File: config.mk
export PLATFORM = sky130hd
export DESIGN_NAME = scale_seq_ctrl
export DESIGN_NICKNAME = d
export VERILOG_FILES = /design/src/rtl/scale_pkg.sv /design/src/rtl/scale_seq_ctrl_switch_filter.sv /design/src/rtl/scale_seq_ctrl.sv
export SDC_FILE = /design/constraint.sdc
export NUM_CORES = 1
export LEC_CHECK = 0
export ABC_AREA = 1
export BUFFER_PORTS_ARGS = -buffer_cell sky130_fd_sc_hd__buf_2
export CAP_MARGIN = 5
export CORE_ASPECT_RATIO = 2
export CORE_MARGIN = 5
export CORE_UTILIZATION = 35
export DETAILED_ROUTE_END_ITERATION = 7
export PLACE_DENSITY = 0.64
export SYNTH_ARGS = -nofsm -noshare
export SYNTH_HDL_FRONTEND = slang
export SYNTH_SLANG_ARGS = --single-unit
export TNS_END_PERCENT = 5
File: constraint.sdc
create_clock -name clk -period 1.6 [get_ports clk]
set_clock_uncertainty 0.15 [all_clocks]
set_input_delay 0.16 -clock clk [delete_from_list [all_inputs] [get_ports clk]]
set_output_delay 0.16 -clock clk [all_outputs]
set_load 0.05 [all_outputs]
File: src/rtl/scale_pkg.sv
// Shared definitions for the ROM->RAM pixel-replication path.
// Holds the sequencer state encoding, the default source image geometry and
// the frame-RAM depth derivation. The same values are used by rom_to_ram and
// by the VGA reader so that all three agree on frame size.
package scale_pkg;

    // Source image geometry defaults and replication factor for mode=1
    localparam int LARGURA_DEF = 160;
    localparam int ALTURA_DEF  = 120;
    localparam int FATOR_DEF   = 2;

    // Frame RAM port widths
    localparam int ADDR_W = 19;
    localparam int DATA_W = 8;

    // Sequencer state encoding
    localparam logic [1:0] ST_CLEAR = 2'd0;
    localparam logic [1:0] ST_KICK  = 2'd1;
    localparam logic [1:0] ST_RUN   = 2'd2;
    localparam logic [1:0] ST_VALID = 2'd3;

    // Words in one upscaled frame; the RAM is always sized for the FATORx
    // image so that a 1x image is written over a fully cleared buffer.
    function automatic int ram_depth(input int largura, input int altura,
                                     input int fator);
        return largura * fator * altura * fator;
    endfunction

endpackage

File: src/rtl/scale_seq_ctrl_switch_filter.sv
// switch_filter: synchronizes the raw mode switch and debounces it.
// Ports:
//   clk       in   system clock
//   reset     in   asynchronous active-high reset
//   i_switch  in   raw switch, asynchronous to clk
//   o_mode    out  accepted (debounced) mode
//   o_change  out  one-cycle pulse, high in the cycle the new mode is taken
module switch_filter #(
    parameter int STABLE_CYCLES = 16
) (
    input  logic clk,
    input  logic reset,
    input  logic i_switch,
    output logic o_mode,
    output logic o_change
);

    localparam int CNT_W = $clog2(STABLE_CYCLES + 1);
    localparam logic [CNT_W-1:0] CNT_LAST = CNT_W'(STABLE_CYCLES - 1);
    localparam logic [CNT_W-1:0] CNT_SAT  = CNT_W'(STABLE_CYCLES);

    logic [1:0]       r_sync;
    logic [CNT_W-1:0] r_cnt;
    logic             r_mode;
    logic             w_differ;

    // Two-flop synchronizer chain
    generate
        for (genvar gi = 0; gi < 2; gi++) begin : g_sync
            always_ff @(posedge clk or posedge reset) begin
                if (reset) begin
                    r_sync[gi] <= 1'b0;
                end else begin
                    r_sync[gi] <= (gi == 0) ? i_switch : r_sync[(gi == 0) ? 0 : gi - 1];
                end
            end
        end
    endgenerate

    assign w_differ = (r_sync[1] != r_mode);
    // r_cnt counts differing cycles already seen; this cycle is the last one
    // needed, so the new mode is taken at the coming edge.
    assign o_change = w_differ && (r_cnt == CNT_LAST);
    assign o_mode   = r_mode;

    always_ff @(posedge clk or posedge reset) begin
        if (reset) begin
            r_cnt  <= '0;
            r_mode <= 1'b0;
        end else if (!w_differ) begin
            // any bounce back to the accepted value restarts the count
            r_cnt <= '0;
        end else if (o_change) begin
            r_mode <= r_sync[1];
            r_cnt  <= '0;
        end else if (r_cnt != CNT_SAT) begin
            r_cnt <= r_cnt + 1'b1;
        end
    end

endmodule

File: src/rtl/scale_seq_ctrl.sv
// scale_seq_ctrl: sequencer for the ROM->RAM pixel-replication engine.
// Debounces the mode switch, clears the frame RAM, restarts the engine in the
// selected mode and flags frame_valid once a complete frame is in RAM.
// Ports:
//   clk, reset                   clock, asynchronous active-high reset
//   switch                       raw mode switch (0=1x, 1=FATORx)
//   start                        one-cycle rebuild request
//   eng_done                     engine finished (level)
//   eng_wraddr/eng_data/eng_wren engine RAM write request
//   eng_rst                      engine held idle while high
//   eng_switch                   mode latched for the engine at KICK
//   ram_wraddr/ram_data/ram_wren the single RAM write port
//   busy                         high in CLEAR/KICK/RUN
//   frame_valid                  high only in VALID
module scale_seq_ctrl
    import scale_pkg::*;
#(
    parameter int LARGURA       = LARGURA_DEF,
    parameter int ALTURA        = ALTURA_DEF,
    parameter int FATOR         = FATOR_DEF,
    parameter int RAM_DEPTH     = ram_depth(LARGURA, ALTURA, FATOR),
    parameter int STABLE_CYCLES = 16
) (
    input  logic              clk,
    input  logic              reset,
    input  logic              switch,
    input  logic              start,
    input  logic              eng_done,
    input  logic [ADDR_W-1:0] eng_wraddr,
    input  logic [DATA_W-1:0] eng_data,
    input  logic              eng_wren,
    output logic              eng_rst,
    output logic              eng_switch,
    output logic [ADDR_W-1:0] ram_wraddr,
    output logic [DATA_W-1:0] ram_data,
    output logic              ram_wren,
    output logic              busy,
    output logic              frame_valid
);

    // RAM_DEPTH must fit the 19-bit clear address (<= 2**19 words)
    localparam logic [ADDR_W-1:0] CLR_LAST = ADDR_W'(RAM_DEPTH - 1);

    logic [1:0]        r_state;
    logic [1:0]        w_state_next;
    logic [ADDR_W-1:0] r_clr_addr;
    logic              r_eng_rst;
    logic              r_eng_switch;
    logic              r_pending;
    logic              w_mode;
    logic              w_change;
    logic              w_pend_now;
    logic              w_clr_last;

    switch_filter #(
        .STABLE_CYCLES(STABLE_CYCLES)
    ) u_filter (
        .clk     (clk),
        .reset   (reset),
        .i_switch(switch),
        .o_mode  (w_mode),
        .o_change(w_change)
    );

    // A request arriving this very cycle counts as pending, so a start that
    // coincides with eng_done still aborts instead of publishing the frame.
    assign w_pend_now = r_pending | start | w_change;
    assign w_clr_last = (r_clr_addr == CLR_LAST);

    always_comb begin
        w_state_next = r_state;
        case (r_state)
            ST_CLEAR: if (w_clr_last) w_state_next = ST_KICK;
            ST_KICK:  w_state_next = ST_RUN;
            ST_RUN: begin
                if (w_pend_now)    w_state_next = ST_CLEAR;
                else if (eng_done) w_state_next = ST_VALID;
            end
            ST_VALID: if (w_pend_now) w_state_next = ST_CLEAR;
            default:  w_state_next = ST_CLEAR;
        endcase
    end

    always_ff @(posedge clk or posedge reset) begin
        if (reset) begin
            r_state      <= ST_CLEAR;
            r_clr_addr   <= '0;
            r_eng_rst    <= 1'b1;
            r_eng_switch <= 1'b0;
            r_pending    <= 1'b0;
        end else begin
            r_state   <= w_state_next;
            // engine is released only while running
            r_eng_rst <= (w_state_next != ST_RUN);
            if (r_state == ST_CLEAR) begin
                r_clr_addr <= w_clr_last ? '0 : r_clr_addr + 1'b1;
            end
            if (r_state == ST_KICK) begin
                r_eng_switch <= w_mode;
            end
            // a new request wins over the KICK clear so it is never lost
            if (start || w_change) begin
                r_pending <= 1'b1;
            end else if (r_state == ST_KICK) begin
                r_pending <= 1'b0;
            end
        end
    end

    // Write-port mux: clear writes, engine pass-through, or idle
    always_comb begin
        ram_wraddr = '0;
        ram_data   = '0;
        ram_wren   = 1'b0;
        case (r_state)
            ST_CLEAR: begin
                ram_wraddr = r_clr_addr;
                ram_wren   = ~reset;  // no write while reset is held
            end
            ST_RUN: begin
                ram_wraddr = eng_wraddr;
                ram_data   = eng_data;
                ram_wren   = eng_wren;
            end
            default: ;
        endcase
    end

    assign eng_rst     = r_eng_rst;
    assign eng_switch  = r_eng_switch;
    assign busy        = (r_state != ST_VALID);
    assign frame_valid = (r_state == ST_VALID);

endmodule
==> qor.csv, run 1 <==
metric,value,unit
"CP delay by family, top",flip-flops,
Post-synth EDFFs,0,
drt pass-1 iters,5,
"Min Clock Period, post-route",1680,ps
crit-path max FO,20,
"Cell Chain, Critical Path",nor2_8 > inv_8 > o21ai_1 > buf_6,
top area cells in the synthesized netlist,"dfrtp_1 38%, nand3_1 11%, nand2_1 11%",
worst-case reg-to-reg path depth,6,
final worst-path cycle share,1.050,
Final HPWL DP,4762,µm
first-pass GRT wire length,11010,µm
Residual DRC,0,
clk buf depth,2,
Static Leak,0.001686,µW
most frequent cell after synthesis,nand2_1,
Net Switching,418.0,µW
Crit. path cell count,4,
Max-Cap Viols,0,
"antenna viol nets, final",0,
Syn Area/Cell,6.978,µm²
Mapped Nets,329,
RSZ-0062 raised after global routing,yes,
number of distinct library cells after synthesis,23,
Port Buffers,64,
number of global-route vias before repair,2418,
DRT Wirelength,6670,µm
ant diodes,0,
simple-gate portion of the synthesized area,0.3611,
core outline area,0.005709,mm²
CP Capture Type,output port,
Fin. Hold Viols,0,
vias after detailed routing,2300,
asr flop ratio synth,1.000,
Synth Area in Compound Gates,0.05875,
Synth area leader,dfrtp_1,
area fraction of the dominant cell type after synthesis,0.3794,
Die W,64.05,µm
Comb pwr share,0.054,
Buf/Inv on CP,2,
Tot GR Track Use,0.1821,
Clock transition at path regs,50,ps
post-synthesis mux area share,0,
most instantiated cells after synthesis,"58 x nand2_1, 50 x inv_1, 44 x nand3_1",
Clock power frac,0.537,
Final #Nets,431,
worst setup path start,r_state[1],
Chip Height,118.1,µm
Area Overhead vs Synth,61.63,%
Crit path arrival time,1370,ps
CTS tree,built,
global route overflow,0,
Max Clock Freq,595.2,MHz
placed instance area,0.002688,mm²
initial antenna violation count,0,
worst setup margin,-80.10,ps
Reg-to-Reg End,r_clr_addr[17],
WL/cell,14.60,µm
FF-to-FF Start,r_state[1],
CTS H-tree depth,2,
clock buffer count from CTS,5,
Pint,1600,µW
required time of the critical path,1290,ps
power per cell area,610.7,mW/mm²
status,"finished, violations left",
Max IR drop VDD,0.6960,mV
HP Class,input port to flop,
r2r setup slk,-60,ps
Setup TNS Final,-1368,ps
actual slew at the worst max-slew pin,417.3,ps
starting density of the core,0.3581,
register share of total power,0.409,
clock sink total,32,
Yosys reg bits,32,
CP max stage delay,450,ps
post-synthesis adder-cell area fraction,0.01836,
main combinational cell family by area after synthesis,simple AND/OR/NAND/NOR gates,
Post-Synthesis Cells,293,
I/O pins,65,
Slew HR,0.7218,
final instance area,0.003304,mm²
startpoint types,flop,
Post-Syn Area,0.002044,mm²
DIE AREA,0.007563,mm²
"Slew Viols, Final",0,
pin count of the biggest net entering global routing,33,
Worst-Skew Late Latency,280,ps
final count of negative-setup-slack endpoints,30,
Critical Path End,ram_wraddr[15],
vias per cell,5.033,
failing checks,negative setup slack,
"Top FF cell, synth",dfrtp_1,
CP max stage cell,dfrtp_2,
register area share after synthesis,0.3923,
kind of critical path,flop to output port,
initial drt markers,83,
clock root buffer,clkbuf_16,
share of layout cells above drive strength 1,0.4141,
Yosys Warn Count,0,
sw frac,0.2071,
Post-Synth XOR/XNOR Area,0.05141,
row count,39,
GPL Wtd Cong,0.8693,
-- metrics by stage --
step	setup WS, ps	total power [µW]	hold slack (ps)	util	cells
2_1_floorplan	-209.0	878.2	41.43	-	293
3_3_place_gp	-41.95	930.8	121.8	0.4707	442
3_5_place_dp	-65.80	934.7	120.6	0.4707	442
4_1_cts	-94.96	2034	131.5	0.5628	457
5_1_grt	-119.0	2082	189.8	0.5788	457
6_report	-80.10	2018	139.7	0.5788	457
-- layout by cell type, fill, tap and decap left out, types with 3 or more instances in the layout --
cell type	count
nor3_1	6
inv_1	48
xor2_1	12
o21ai_0	6
o21ai_2	15
nand2_2	7
buf_8	3
buf_2	34
nand3_2	6
clkbuf_16	5
nand4_1	5
buf_4	35
nor2_1	27
buf_6	26
dlygate4sd3_1	3
nor2_4	5
nor2_2	9
nand3_1	38
dfrtp_1	29
nand2_1	50
-- routing by layer --
| layer | wire [µm] | track usage | vias to the layer above | part of all wire |
|---|---|---|---|---|
| met5 | 0 | 0 | - | 0 |
| met4 | 234 | 0.08453 | 0 | 0.035 |
| met3 | 364 | 0.03152 | 19 | 0.055 |
| met2 | 3839 | 0.3451 | 83 | 0.58 |
| met1 | 2233 | 0.1812 | 1082 | 0.33 |
| li1 | - | - | 1116 | - |
-- power by group through the flow --
| stage | combinational, µW | sequential (µW) | clock, µW |
|---|---|---|---|
| after floorplan | 40.6 | 838 | 0 |
| after global placement | 92.0 | 839 | 0 |
| after detailed placement | 95.3 | 839 | 0 |
| after CTS | 108 | 825 | 1100 |
| after global routing | 124 | 826 | 1130 |
| final | 108 | 825 | 1080 |
-- logic make-up after synthesis --
group	Yosys count
buffers and inverters	60
adders and majority gates	3
and+or+nand+nor	162
DFF	32
AOI/OAI and AO/OA	24
xor gates and xnor gates	12
-- repair_timing --
action,4_1_cts,5_1_grt
cloned,1,0
pin swaps,2,4
hold buffers,3,0
buffers inserted,3,0
setup endpoints to repair,37,53
gates resized for setup,89,25
hold endpoints to repair,33,0
-- sequential cells by signal, summed over array words and instances (netlist names) --
signal	count
eng_rst	1
r_pending	1
r_state	2
u_filter.r_cnt	5
u_filter.r_sync	2
eng_switch	1
r_clr_addr	19
u_filter.o_mode	1
-- worst min path at each step --
stage,cells after the start,end,slack (ps),startpoint
floorplan,0,u_filter.r_sync[0],40,switch
global placement,1,u_filter.r_sync[0],120,switch
detailed placement,1,u_filter.r_sync[0],120,switch
CTS,5,r_state[0],130,eng_done
global route,5,r_state[0],190,eng_done
finish,5,r_state[0],140,eng_done
-- worst min-delay path, cell delays in order --
cell     delay [ps]
buf_2            90
nor2_1           40
inv_1            40
nand4_1         120
nand2_1          90
-- layout make-up --
cell class | instances | area, µm²
inverter | 52 | 214.0
tap | 61 | 76.32
timing repair buffer | 103 | 848.3
clock buffer | 6 | 128.9
clock inverter | 2 | 35.03
sequential | 32 | 804.5
fill | 512 | 2405
multi-input combinational | 201 | 1197
(Power assumes the default switching activity.)
==> inputs of run 2 (changes only) <==
Settings changed: SKIP_LAST_GASP set to 1.
Clock period 1.6 ns to 2 ns, I/O delays scaled along.
==> qor.csv, run 2 (same netlist as run 1, synthesis figures left out) <==
metric,value,unit,change
Port Buffers,64,,unchanged
Residual DRC,0,,unchanged
GPL Wtd Cong,0.8970,,+3.2%
Final #Nets,399,,-7.4%
power per cell area,565.1,mW/mm²,-7.5%
"commonest non-fill, non-tap cell in the layout",buf_2,,
worst setup margin,19.92,ps,+100.0 ps
Chip Height,118.1,µm,unchanged
Setup TNS Final,0,ps,+1368 ps
largest registers,"r_clr_addr: 19 flops, u_filter.r_cnt: 5 flops",,
final count of negative-setup-slack endpoints,0,,-100%
max FFs per register,19,,unchanged
RSZ-0062 raised after global routing,yes,,
Tot Pwr,1476,µW,-27%
Worst-Skew Late Latency,280,ps,about the same
CTS H-tree depth,2,,unchanged
HP Class,input port to flop,,
"Min Clock Period, post-route",1980,ps,
Final HPWL DP,4853,µm,+1.9%
global route overflow,0,,unchanged
clock root buffer,clkbuf_16,,
Static Leak,0.001436,µW,-15%
WL/cell,14.10,µm,-3.4%
Max IR drop VDD,0.4664,mV,-33%
required time of the critical path,1650,ps,+360 ps
postcts setup bufs,0,,-3
"Slew Viols, Final",0,,unchanged
I/O pins,65,,unchanged
Slew HR,0.7173,,-0.004453
pin count of the biggest net entering global routing,33,,unchanged
fin util,0.4574,,-0.1214
row count,39,,unchanged
Crit path arrival time,1630,ps,+260 ps
Clock transition at path regs,60,ps,about the same
Biggest register,r_clr_addr,,
DIE AREA,0.007563,mm²,unchanged
Tot GR Track Use,0.1618,,-0.02030
share of layout cells above drive strength 1,0.2418,,-0.1724
actual slew at the worst max-slew pin,424.0,ps,+6.680 ps
ant diodes,0,,unchanged
initial antenna violation count,0,,unchanged
number of global-route vias before repair,2088,,-14%
clock sink total,32,,unchanged
final worst-path cycle share,0.9900,,
drt pass-1 iters,4,,-1
Max-Cap Viols,0,,unchanged
vias per cell,4.840,,-3.8%
DRT Wirelength,5992,µm,-10%
"antenna viol nets, final",0,,unchanged
Fin. Hold Viols,0,,unchanged
pre-CTS WS,219.6,ps,+285.4 ps
Area Overhead vs Synth,27.72,%,
first-pass GRT wire length,9701,µm,-12%
vias after detailed routing,2057,,-11%
initial drt markers,61,,-27%
clk buf depth,2,,unchanged
status,"complete, no violations",,
kind of critical path,flop to output port,,
CP Capture Type,output port,,
clock buffer count from CTS,5,,unchanged
most frequent cells in the layout,"61 x buf_2, 57 x nand2_1, 50 x inv_1",,
core outline area,0.005709,mm²,unchanged
Max Clock Freq,505.0,MHz,
crit-path max FO,18,,-10%
starting density of the core,0.3581,,unchanged
CTS tree,built,,
startpoint types,flop,,
Die W,64.05,µm,unchanged
## run 2: cell types whose count changed in the layout (fill, tap and decap cells not counted), sizes merged
cell	before	now
clkbuf	6	8
inv	50	52
clkinv	2	3
dlygate4sd3	3	2
bufinv	1	0
buf	100	66
clkinvlp	1	0
## run 2: layout make-up
| class | count | area (µm²) |
|---|---|---|
| Clock buffer | 5 | 125.1 |
| Clock inverter | 3 | 18.77 |
| Fill cell | 585 | 3098 |
| Inverter | 52 | 195.2 |
| Multi-Input combinational cell | 201 | 1003 |
| Sequential cell | 32 | 803.3 |
| Tap cell | 61 | 76.32 |
| Timing Repair Buffer | 71 | 389.1 |
## run 2: worst paths after layout
check / from / to / slack [ps] / cells past startpoint
hold / removal: start / r_pending / 30 / 3
setup reg to reg: r_state[1] / r_clr_addr[11] / 280 / 6
hold reg to reg: u_filter.r_sync[0] / u_filter.r_sync[1] / 200 / 0
setup / recovery: r_state[0] / ram_wraddr[6] / 20 / 5
min in group asynchronous: reset / r_clr_addr[1] / 420 / 4
max in group asynchronous: reset / eng_rst / 950 / 4
## run 2: per-layer routing
metal  up-vias  GRT usage  share of wire
li1       1058          -              -
met1       934     0.1574           0.36
met2        52     0.3086           0.56
met3        13    0.02770          0.045
met4         0    0.07932          0.034
met5         -          0              0
## run 2: power breakdown
group | internal, µW | switching, µW | total (µW)
combinational | 35.5 | 40.9 | 76.4
sequential | 655 | 4.99 | 660
clock | 458 | 282 | 739
## run 2: worst max-delay path, cell delays in order (launching register included)
cell     delay, ps
dfrtp_1        470
inv_1          210
buf_6          210
nand3_1         80
o21ai_0         90
buf_2          290
## run 2: repair_timing
action | CTS | global route
hold endpoints to repair | 32 | 0
resized for setup | 1 | 5
hold buffers | 2 | 0
endpoints found under the setup margin | 4 | 28
## run 2: stage by stage
stage                     hold slack, ps  instance area [µm²]  instances
final                              29.44                 2611        425
after detailed placement           162.6                 2432        415
after global routing               57.48                 2611        425
after CTS                          27.08                 2597        425
after global placement             158.3                 2432        415
after floorplan                    81.43                 2044        293
==> inputs of run 3 (changes only) <==
Clock period 2 ns to 2.3 ns, I/O delays scaled along.
==> qor.csv, run 3 (same netlist as run 1, synthesis figures left out) <==
metric,value,unit,change
CTS H-tree depth,2,,unchanged
vias after detailed routing,2092,,+1.7%
Clock transition at path regs,50,ps,about the same
pin count of the biggest net entering global routing,33,,unchanged
"Slew Viols, Final",0,,unchanged
ant diodes,0,,unchanged
max FFs per register,19,,unchanged
Setup TNS Final,0,ps,unchanged
starting density of the core,0.3581,,unchanged
GPL Wtd Cong,0.8154,,-9.1%
number of global-route vias before repair,2094,,+0.29%
Area Overhead vs Synth,27.42,%,
crit-path max FO,20,,+2
Slew HR,0.7207,,+0.003372
largest registers,"r_clr_addr: 19 flops, u_filter.r_cnt: 5 flops",,
kind of critical path,flop to output port,,
Max Clock Freq,471.2,MHz,
Tot Pwr,1302,µW,-12%
Final HPWL DP,4639,µm,-4.4%
clk buf depth,2,,unchanged
drt pass-1 iters,4,,unchanged
DIE AREA,0.007563,mm²,unchanged
"antenna viol nets, final",0,,unchanged
Crit path arrival time,1740,ps,+110 ps
"commonest non-fill, non-tap cell in the layout",buf_2,,
DR WL met2,3383,µm,+0.71%
Max IR drop VDD,0.5310,mV,+14%
CP Capture Type,output port,,
share of layout cells above drive strength 1,0.2390,,-0.002747
DRT Wirelength,5854,µm,-2.3%
Fin. Hold Viols,0,,unchanged
worst setup path start,r_state[0],,
met3 wire len,360,µm,+34%
Tot GR Track Use,0.1615,,-0.0002232
Residual DRC,0,,unchanged
"Min Clock Period, post-route",2122,ps,
clock buffer count from CTS,5,,unchanged
clock sink total,32,,unchanged
Metal-1 WL,1933,µm,-11%
initial antenna violation count,0,,unchanged
RSZ-0062 raised after global routing,no,,
most frequent cells in the layout,"64 x buf_2, 58 x nand2_1, 49 x inv_1",,
final count of negative-setup-slack endpoints,0,,unchanged
Port Buffers,64,,unchanged
Biggest register,r_clr_addr,,
required time of the critical path,1920,ps,+270 ps
FF-to-FF Start,r_clr_addr[0],,
Final #Nets,399,,unchanged
min-delay src,start,,
row count,39,,unchanged
I/O pins,65,,unchanged
CTS tree,built,,
Max-Cap Viols,0,,unchanged
Die W,64.05,µm,unchanged
initial drt markers,52,,-15%
clock root buffer,clkbuf_16,,
core outline area,0.005709,mm²,unchanged
actual slew at the worst max-slew pin,419.0,ps,-5.059 ps
Worst-Skew Late Latency,280,ps,about the same
Chip Height,118.1,µm,unchanged
highest routed layer,met4,,
power per cell area,499.9,mW/mm²,-12%
Static Leak,0.001438,µW,+0.14%
WL/cell,13.77,µm,-2.3%
final worst-path cycle share,0.9228,,
global route overflow,0,,unchanged
vias per cell,4.922,,+1.7%
startpoint types,flop,,
HP Class,input port to flop,,
first-pass GRT wire length,9597,µm,-1.1%
status,"complete, no violations",,
run 3: changes by cell type in the layout (fill, tap and decap cells not counted), sizes merged:
cell	before	now
buf	66	69
clkbuf	8	6
clkinv	3	2
clkinvlp	0	1
inv	52	51
run 3: critical path, cell delays in order, from the launching register on:
cell,delay (ps)
dfrtp_1,470
nor2_8,250
inv_2,210
o21ai_0,230
buf_2,300
run 3: worst paths after layout:
kind,to,slack (ps),cells after the start
min in group asynchronous,r_clr_addr[1],430,4
max,ram_wraddr[13],180,4
min reg2reg,u_filter.r_sync[1],200,0
max reg2reg,r_clr_addr[11],510,8
max in group asynchronous,eng_rst,1230,4
min,r_pending,50,3
run 3: layout make-up:
cell class              instances  area, µm²
clock buffers                   6      138.9
inverters                      52      198.9
clock inverters                 2      10.01
fillers                       583       3104
repair buffers                 71      377.9
well taps                      61      76.32
multi-input cells             201       1001
flip-flops and latches         32      802.0
run 3: per-layer routing:
| metal | global-route usage | up-vias |
|---|---|---|
| met5 | 0 | - |
| met4 | 0.07672 | 0 |
| li1 | - | 1057 |
| met1 | 0.1507 | 961 |
| met2 | 0.3098 | 61 |
| met3 | 0.03725 | 13 |
run 3: what timing repair did:
item                                    CTS  global route
gates cloned                              0             0
pin swaps                                 0             0
buffers inserted                          0             2
hold buffers                              2             0
gates resized for setup                   1             0
endpoints found under the hold margin    32             0
endpoints found under the setup margin    1             2
run 3: power breakdown:
part           switching, µW  leakage (µW)  internal [µW]
Clock                    236     0.0000766            426
Combinational           35.4      0.000940           30.4
Sequential              4.55      0.000422            570
Total                    276       0.00144           1030
run 3: per-stage QoR:
step | instance area (µm²) | utilization | worst slack [ps] | hold slack [ps] | std cells
finish | 2605 | 0.4563 | 177.5 | 53.25 | 425
global route | 2605 | 0.4563 | 33.26 | 70.98 | 425
CTS | 2590 | 0.4536 | 97.77 | 56.15 | 423
detailed placement | 2417 | 0.4234 | 274.8 | 185.8 | 413
global placement | 2417 | 0.4234 | 353.6 | 182.8 | 413
floorplan | 2044 | - | -2.946 | 111.4 | 293
